## config.mk

```make
export PLATFORM = sky130hd
export DESIGN_NAME = pwm_sample_sequencer
export DESIGN_NICKNAME = d
export VERILOG_FILES = /design/src/rtl/pwm_audio_pkg.sv /design/src/rtl/sample_fifo.sv /design/src/rtl/pwm_sample_sequencer.sv
export SDC_FILE = /design/constraint.sdc
export NUM_CORES = 1
export LEC_CHECK = 0
export CAP_MARGIN = 10
export CORE_MARGIN = 4
export CORE_UTILIZATION = 50
export DETAILED_ROUTE_END_ITERATION = 7
export DONT_BUFFER_PORTS = 1
export HOLD_SLACK_MARGIN = 0.02
export PLACE_DENSITY = 0.73
export SLEW_MARGIN = 5
export SYNTH_ARGS = -nofsm -noshare
export SYNTH_HDL_FRONTEND = slang
export SYNTH_SLANG_ARGS = --single-unit
```

## constraint.sdc

```tcl
create_clock -name clk -period 5.4 [get_ports clk]
set_input_delay 0.81 -clock clk [delete_from_list [all_inputs] [get_ports clk]]
set_output_delay 0.81 -clock clk [all_outputs]
set_load 0.01 [all_outputs]
```

## src/rtl/pwm_audio_pkg.sv

```systemverilog
// Shared types and helpers for the PWM audio sample path.
// Offset-binary conversion and midscale for an N-bit duty.
package pwm_audio_pkg;

  typedef enum logic [1:0] {
    IDLE,
    PREFILL,
    RUN
  } state_t;

  function automatic logic [31:0] midscale(input int n);
    return 32'd1 << (n - 1);
  endfunction

  // Keep the top n bits of an sw-bit sample and flip its sign bit.
  function automatic logic [31:0] to_duty(
    input logic [31:0] s,
    input int          sw,
    input int          n
  );
    logic [31:0] m;
    m = (32'd1 << n) - 32'd1;
    return ((s >> (sw - n)) & m) ^ midscale(n);
  endfunction

endpackage

```

## src/rtl/sample_fifo.sv

```systemverilog
// Small synchronous sample FIFO with flush.
// Push when full and pop when empty are both ignored.
module sample_fifo #(
  parameter int W     = 16,
  parameter int DEPTH = 4
) (
  input  logic                       clk,
  input  logic                       rst_n,
  input  logic                       push_i,
  input  logic                       pop_i,
  input  logic                       flush_i,
  input  logic [W-1:0]               wdata_i,
  output logic [W-1:0]               rdata_o,
  output logic [$clog2(DEPTH):0]     occupancy_o,
  output logic                       full_o,
  output logic                       empty_o
);

  localparam int AW = $clog2(DEPTH);

  logic [W-1:0]  mem_q [DEPTH];
  logic [AW-1:0] wr_q;
  logic [AW-1:0] rd_q;
  logic [AW:0]   cnt_q;
  logic          do_push;
  logic          do_pop;

  assign full_o      = (cnt_q == (AW+1)'(DEPTH));
  assign empty_o     = (cnt_q == '0);
  assign occupancy_o = cnt_q;
  assign rdata_o     = mem_q[rd_q];
  assign do_push     = push_i & ~full_o;
  assign do_pop      = pop_i & ~empty_o;

  always_ff @(posedge clk or negedge rst_n) begin
    if (!rst_n) begin
      wr_q  <= '0;
      rd_q  <= '0;
      cnt_q <= '0;
    end else if (flush_i) begin
      wr_q  <= '0;
      rd_q  <= '0;
      cnt_q <= '0;
    end else begin
      if (do_push) wr_q <= wr_q + AW'(1);
      if (do_pop)  rd_q <= rd_q + AW'(1);
      cnt_q <= cnt_q + (AW+1)'(do_push)
                     - (AW+1)'(do_pop);
    end
  end

  always_ff @(posedge clk) begin
    if (do_push && !flush_i) mem_q[wr_q] <= wdata_i;
  end

endmodule

```

## src/rtl/pwm_sample_sequencer.sv

```systemverilog
// Paces buffered audio samples into the PWM stage, one per frame.
// duty_val only moves on the frame-boundary edge.
module pwm_sample_sequencer
  import pwm_audio_pkg::*;
#(
  parameter int N          = 10,
  parameter int SAMPLE_W   = 16,
  parameter int FIFO_DEPTH = 4,
  parameter int PREFILL    = 2
) (
  input  logic                clk,
  input  logic                reset_n,
  input  logic                enable,
  input  logic                s_valid,
  input  logic [SAMPLE_W-1:0] s_data,
  output logic                s_ready,
  output logic [N-1:0]        duty_val,
  output logic                frame_tick,
  output logic                underrun,
  output logic [15:0]         underrun_cnt
);

  localparam int          AW      = $clog2(FIFO_DEPTH);
  localparam logic [AW:0] PRE_OCC = (AW+1)'(PREFILL);
  localparam logic [N-1:0] MID    = N'(midscale(N));

  logic [N-1:0]        period_q;
  state_t              state_q;
  state_t              state_d;
  logic [N-1:0]        duty_q;
  logic [N-1:0]        duty_d;
  logic [15:0]         ucnt_q;
  logic [SAMPLE_W-1:0] rdata;
  logic [AW:0]         occ;
  logic                full;
  logic                empty;
  logic                push;
  logic                pop;
  logic                flush;
  logic                urun;
  logic                pre_ok;
  logic [N-1:0]        samp_duty;

  assign frame_tick   = &period_q;
  assign duty_val     = duty_q;
  assign underrun     = urun;
  assign underrun_cnt = ucnt_q;

  // IDLE keeps the buffer empty, so nothing is offered there.
  assign s_ready   = enable & ~full & (state_q != IDLE);
  assign push      = s_valid & s_ready;
  assign flush     = ~enable | (state_q == IDLE);
  assign pre_ok    = (occ >= PRE_OCC);
  assign samp_duty = N'(to_duty(32'(rdata), SAMPLE_W, N));

  sample_fifo #(
    .W     (SAMPLE_W),
    .DEPTH (FIFO_DEPTH)
  ) u_fifo (
    .clk         (clk),
    .rst_n       (reset_n),
    .push_i      (push),
    .pop_i       (pop),
    .flush_i     (flush),
    .wdata_i     (s_data),
    .rdata_o     (rdata),
    .occupancy_o (occ),
    .full_o      (full),
    .empty_o     (empty)
  );

  always_comb begin
    state_d = state_q;
    duty_d  = duty_q;
    pop     = 1'b0;
    urun    = 1'b0;
    if (!enable) begin
      state_d = IDLE;
      if (frame_tick) duty_d = MID;
    end else begin
      unique case (state_q)
        IDLE: begin
          state_d = pwm_audio_pkg::PREFILL;
          if (frame_tick) duty_d = MID;
        end
        pwm_audio_pkg::PREFILL: begin
          if (frame_tick) begin
            if (pre_ok) begin
              pop     = 1'b1;
              duty_d  = samp_duty;
              state_d = RUN;
            end else begin
              duty_d  = MID;
            end
          end
        end
        RUN: begin
          if (frame_tick) begin
            if (empty) begin
              duty_d  = MID;
              urun    = 1'b1;
              state_d = pwm_audio_pkg::PREFILL;
            end else begin
              pop     = 1'b1;
              duty_d  = samp_duty;
            end
          end
        end
        default: state_d = IDLE;
      endcase
    end
  end

  always_ff @(posedge clk or negedge reset_n) begin
    if (!reset_n) begin
      period_q <= '0;
      state_q  <= IDLE;
      duty_q   <= MID;
      ucnt_q   <= '0;
    end else begin
      period_q <= period_q + N'(1);
      state_q  <= state_d;
      duty_q   <= duty_d;
      if (urun && ucnt_q != 16'hFFFF)
        ucnt_q <= ucnt_q + 16'd1;
    end
  end

endmodule

```

==> summary.md <==
| Metric | Value |
|---|---|
| Final Hold Fails | `0` |
| Estimated wirelength of the detail-placed design | `roughly 4.6 mm` |
| Cell chain of the critical path | `ha_1 -> inv_1 -> or3_1 -> nor3_1 -> ha_1 -> inv_1 -> ha_1 -> inv_1 -> fa_1 -> xnor2_1 -> nor2_1` |
| Hold buffer count at cts | `0` |
| Maximum fanout along the worst path | `8` |
| Required time of the critical path | `5.64 ns` |
| Number of DRC markers in iteration 0 | `between 100 and 150` |
| Post-synthesis net count | `304` |
| Final count of pins violating max slew | `0` |
| Class of the most critical hold timing path | `input port to async pin` |
| Switching fraction of total power | `~26%` |
| Die ar. | `0.00894 mm²` |
| Layout net count | `307` |
| Flip-flop and latch count after synthesis | `85` |
| Detailed-route vias per instance | `5.62` |
| Placer's final routability congestion estimate | `about 0.8` |
| Post-synthesis instance area | `0.00374 mm²` |
| Clock latency at the later pin of the worst-skew pair | `between 0.3 and 0.4 ns` |
| Number of fill cells in the layout | `a little under 600` |
| Post-Place Setup Slack | `approximately 2.6 ns` |
| Post-route clock period utilization | `51.7%` |
| Syn_area_per_cell | `13.9 µm²` |
| Critical path start-end classification | `register to register` |
| Number of detailed-route iterations in the first pass | `4` |
| Height of the die | `94.5 µm` |
| Wire length reported by the detailed router | `~6.5 mm` |
| Row count | `31` |
| Seq/Total Area, Yosys | `62.2%` |
| Count of input and output buffers | `0` |
| Power share of the clock group | `34.3%` |
| Post-Route Skew | `roughly 0.01 ns` |
| H-Tree Depth | `3` |
| Power density of the placed cells | `roughly 330 mW/mm²` |
| Clock Root Buffer | `clkbuf_8` |
| Switching power of the nets | `about 340 µW` |
| RSZ-0062 raised after global routing | `false` |
| IO Pins | `between 40 and 50` |
| Placed instance area | `0.00383 mm²` |
| Slew margin rel. | `50.3%` |
| Wire per inst | `around 17 µm` |
| Leakage Power | `between 1.5 and 2 nW` |
| Total number of clock tree sinks | `85` |
| Floorplan core area | `around 0.0073 mm²` |
| Setup violators final | `0` |
| Worst-case vdd ir drop | `between 200 and 250 µV` |
| Antenna cells | `0` |
| Critical path endpoint category | `register` |
| Quantity of gates resized following cts | `0` |
| CTS tree | `done` |
| Post-synth EDFFs | `40` |
| Total negative setup slack | `0 ns` |
| Cell type contributing the most total cell area after synthesis | `edfxtp_1` |
| Power Internal | `982 µW` |
| Stage delay of the slowest cell on the critical path | `roughly 0.44 ns` |
| Wire length of the first global-routing pass | `between 10 and 15 mm` |
| Worst Max-Slew Pin Slew | `between 0.7 and 0.8 ns` |
| Final WS setup | `2.61 ns` |
| Gate power share | `roughly 11%` |
| Maxcap violations | `0` |
| Run status | `finished clean` |
| All-Layer GR Usage | `about 16%` |
| Sequential power share | `55.0%` |
| Fin crit period | `2.79 ns` |
| DRC Markers | `0` |
| DR vias | `between 2,000 and 2,500` |
| Number of buffers created by CTS | `9` |
| Worst path slowest cell | `or3_1` |
| Count of placed standard cells in the final layout, fillers left out | `about 380` |
| Post-synth top flop | `dfrtp_1` |
| Clock buffer depth | `2` |
| Clock transition time at the flip-flop clock pins of the worst setup and hold paths | `0.09 ns` |
| Post-route design area | `between 0.004 and 0.005 mm²` |
| Residual antenna-violating net count after detailed routing | `0` |
| Nature of the critical path startpoint | `register` |
| Warning count from the yosys run | `0` |
| Total setup buffers inserted after CTS | `0` |
| Fmax achieved | `approximately 0.36 GHz` |
| Antenna violations before repair | `0` |
| Number of instances in the placed design | `361` |
| Ys async rst share | `between 50% and 60%` |
| Arrival time of the worst setup path | `just over 3 ns` |
| Die Width | `around 95 µm` |
| Distinct cell type count of the synthesized netlist | `45` |
| Number of global-route vias before repair | `about 2,200` |
| Share of the synthesized area in the top cell type | `between 30% and 40%` |
| Largest net degree at the start of global routing | `46` |
| Effective utilization at floorplan | `51.6%` |
| Ratio of cells with drive above 1 in the final layout | `around 12%` |
| Post-Synthesis Cells | `270` |
| Synth-to-layout area growth | `7.72%` |
| Total congestion overflow | `0` |
| Cell types occupying the most area after synthesis | `edfxtp_1 (32%), dfrtp_1 (29%), mux4_2 (6.0%)` |
==> sequential cells by signal, indices dropped and copies added (netlist names) <==
signal and cells:
period_q 10, u_fifo.wr_q 2, state_q 2, underrun_cnt 16
u_fifo.mem_q 40, u_fifo.rd_q 2, duty_val 10, u_fifo.occupancy_o 3
==> cells by family after synthesis <==
| group | Yosys count | synth area share (%) |
|---|---|---|
| muxes | 12 | 6.58 |
| xor gates and xnor gates | 25 | 5.85 |
| AOI/OAI and AO/OA | 26 | 5.82 |
| buffers and inverters | 26 | 2.81 |
| adders and majority gates | 14 | 4.88 |
| DFF | 85 | 62.2 |
| and+or+nand+nor | 82 | 11.9 |
==> stage by stage <==
step	hold WS, ns	utilization [%]	power, mW
3_5_place_dp	0.477	52.8	0.881
2_1_floorplan	0.443	-	0.847
6_report	0.146	55.6	1.32
3_3_place_gp	0.462	52.8	0.876
4_1_cts	0.126	55.6	1.34
5_1_grt	0.119	55.6	1.38
==> per-layer routing <==
layer	track usage [%]	vias to the layer above	part of all wire [%]
li1	-	1001	-
met1	17.8	1044	39
met2	26.5	62	51
met3	7.81	11	8.3
met4	5.41	0	1.4
met5	0	-	0
==> critical path: cells and delay by family, from the launching register on <==
kind	cells	cell delay, ns
adder cells (fa/ha/maj)	4	1.14
buffers and inverters	3	0.17
AND/OR/NAND/NOR	3	0.84
XOR/XNOR	1	0.15
flip-flops	1	0.39
==> cell usage after synthesis (2+ instances only) <==
library cell and count:
nor3_1 5, a22oi_1 3, and3_1 9, nand2_1 13, dfrtp_1 44, ha_1 13
xor2_1 10, nand3_1 16, o21ai_0 3, inv_1 18, xnor2_1 15, nor4_1 3
a31oi_1 2, a32o_1 9, nor2_1 15, or3_1 2, edfxtp_1 40, nand4_1 6
clkbuf_1 6, and2_1 3, mux4_2 10, nor2b_1 2
==> final timing paths <==
path / from / depth (start not counted) / end / slack, ns
worst max-delay path: period_q[0]$_DFF_PN0_ / 11 / u_fifo.occupancy_o[2]$_DFF_PN0_ / 2.61
worst min-delay path: reset_n / 0 / u_fifo.occupancy_o[1]$_DFF_PN0_ / 0.15
worst max register to register: period_q[0]$_DFF_PN0_ / 11 / u_fifo.occupancy_o[2]$_DFF_PN0_ / 2.61
worst min register to register: period_q[0]$_DFF_PN0_ / 1 / period_q[0]$_DFF_PN0_ / 0.48
max in group asynchronous: reset_n / 0 / duty_val[9]$_DFFE_PN1P_ / 5.06
min in group clk: period_q[0]$_DFF_PN0_ / 1 / period_q[0]$_DFF_PN0_ / 0.48
==> power by group through the flow <==
stage / combinational, mW / clock [mW] / sequential (mW)
final: 0.142 / 0.452 / 0.725
after global routing: 0.159 / 0.493 / 0.728
after CTS: 0.142 / 0.469 / 0.726
after detailed placement: 0.141 / 0 / 0.739
after global placement: 0.139 / 0 / 0.737
after floorplan: 0.115 / 0 / 0.733
==> placed cells by master (no fill, tap or decap), types with 3 or more instances in the layout <==
cell type	count
a22oi_1	3
a32o_1	9
and2_1	3
and3_1	9
clkbuf_8	9
dfrtp_1	44
edfxtp_1	40
ha_1	13
inv_1	18
mux4_2	10
nand2_1	13
nand3_1	16
nand4_1	6
nor2_1	15
nor3_1	5
nor4_1	3
o21ai_0	3
xnor2_1	15
xor2_1	10
==> final cells by class <==
cell class,count,area [µm²],area share (%)
clock buffer,9,124,3.07
clock inverter,7,78.8,1.95
inverter,18,67.6,1.68
multi-input combinational,159,1310,32.5
sequential,85,2330,57.7
tap,99,124,3.07
Power figures use the tool's default switching activity.
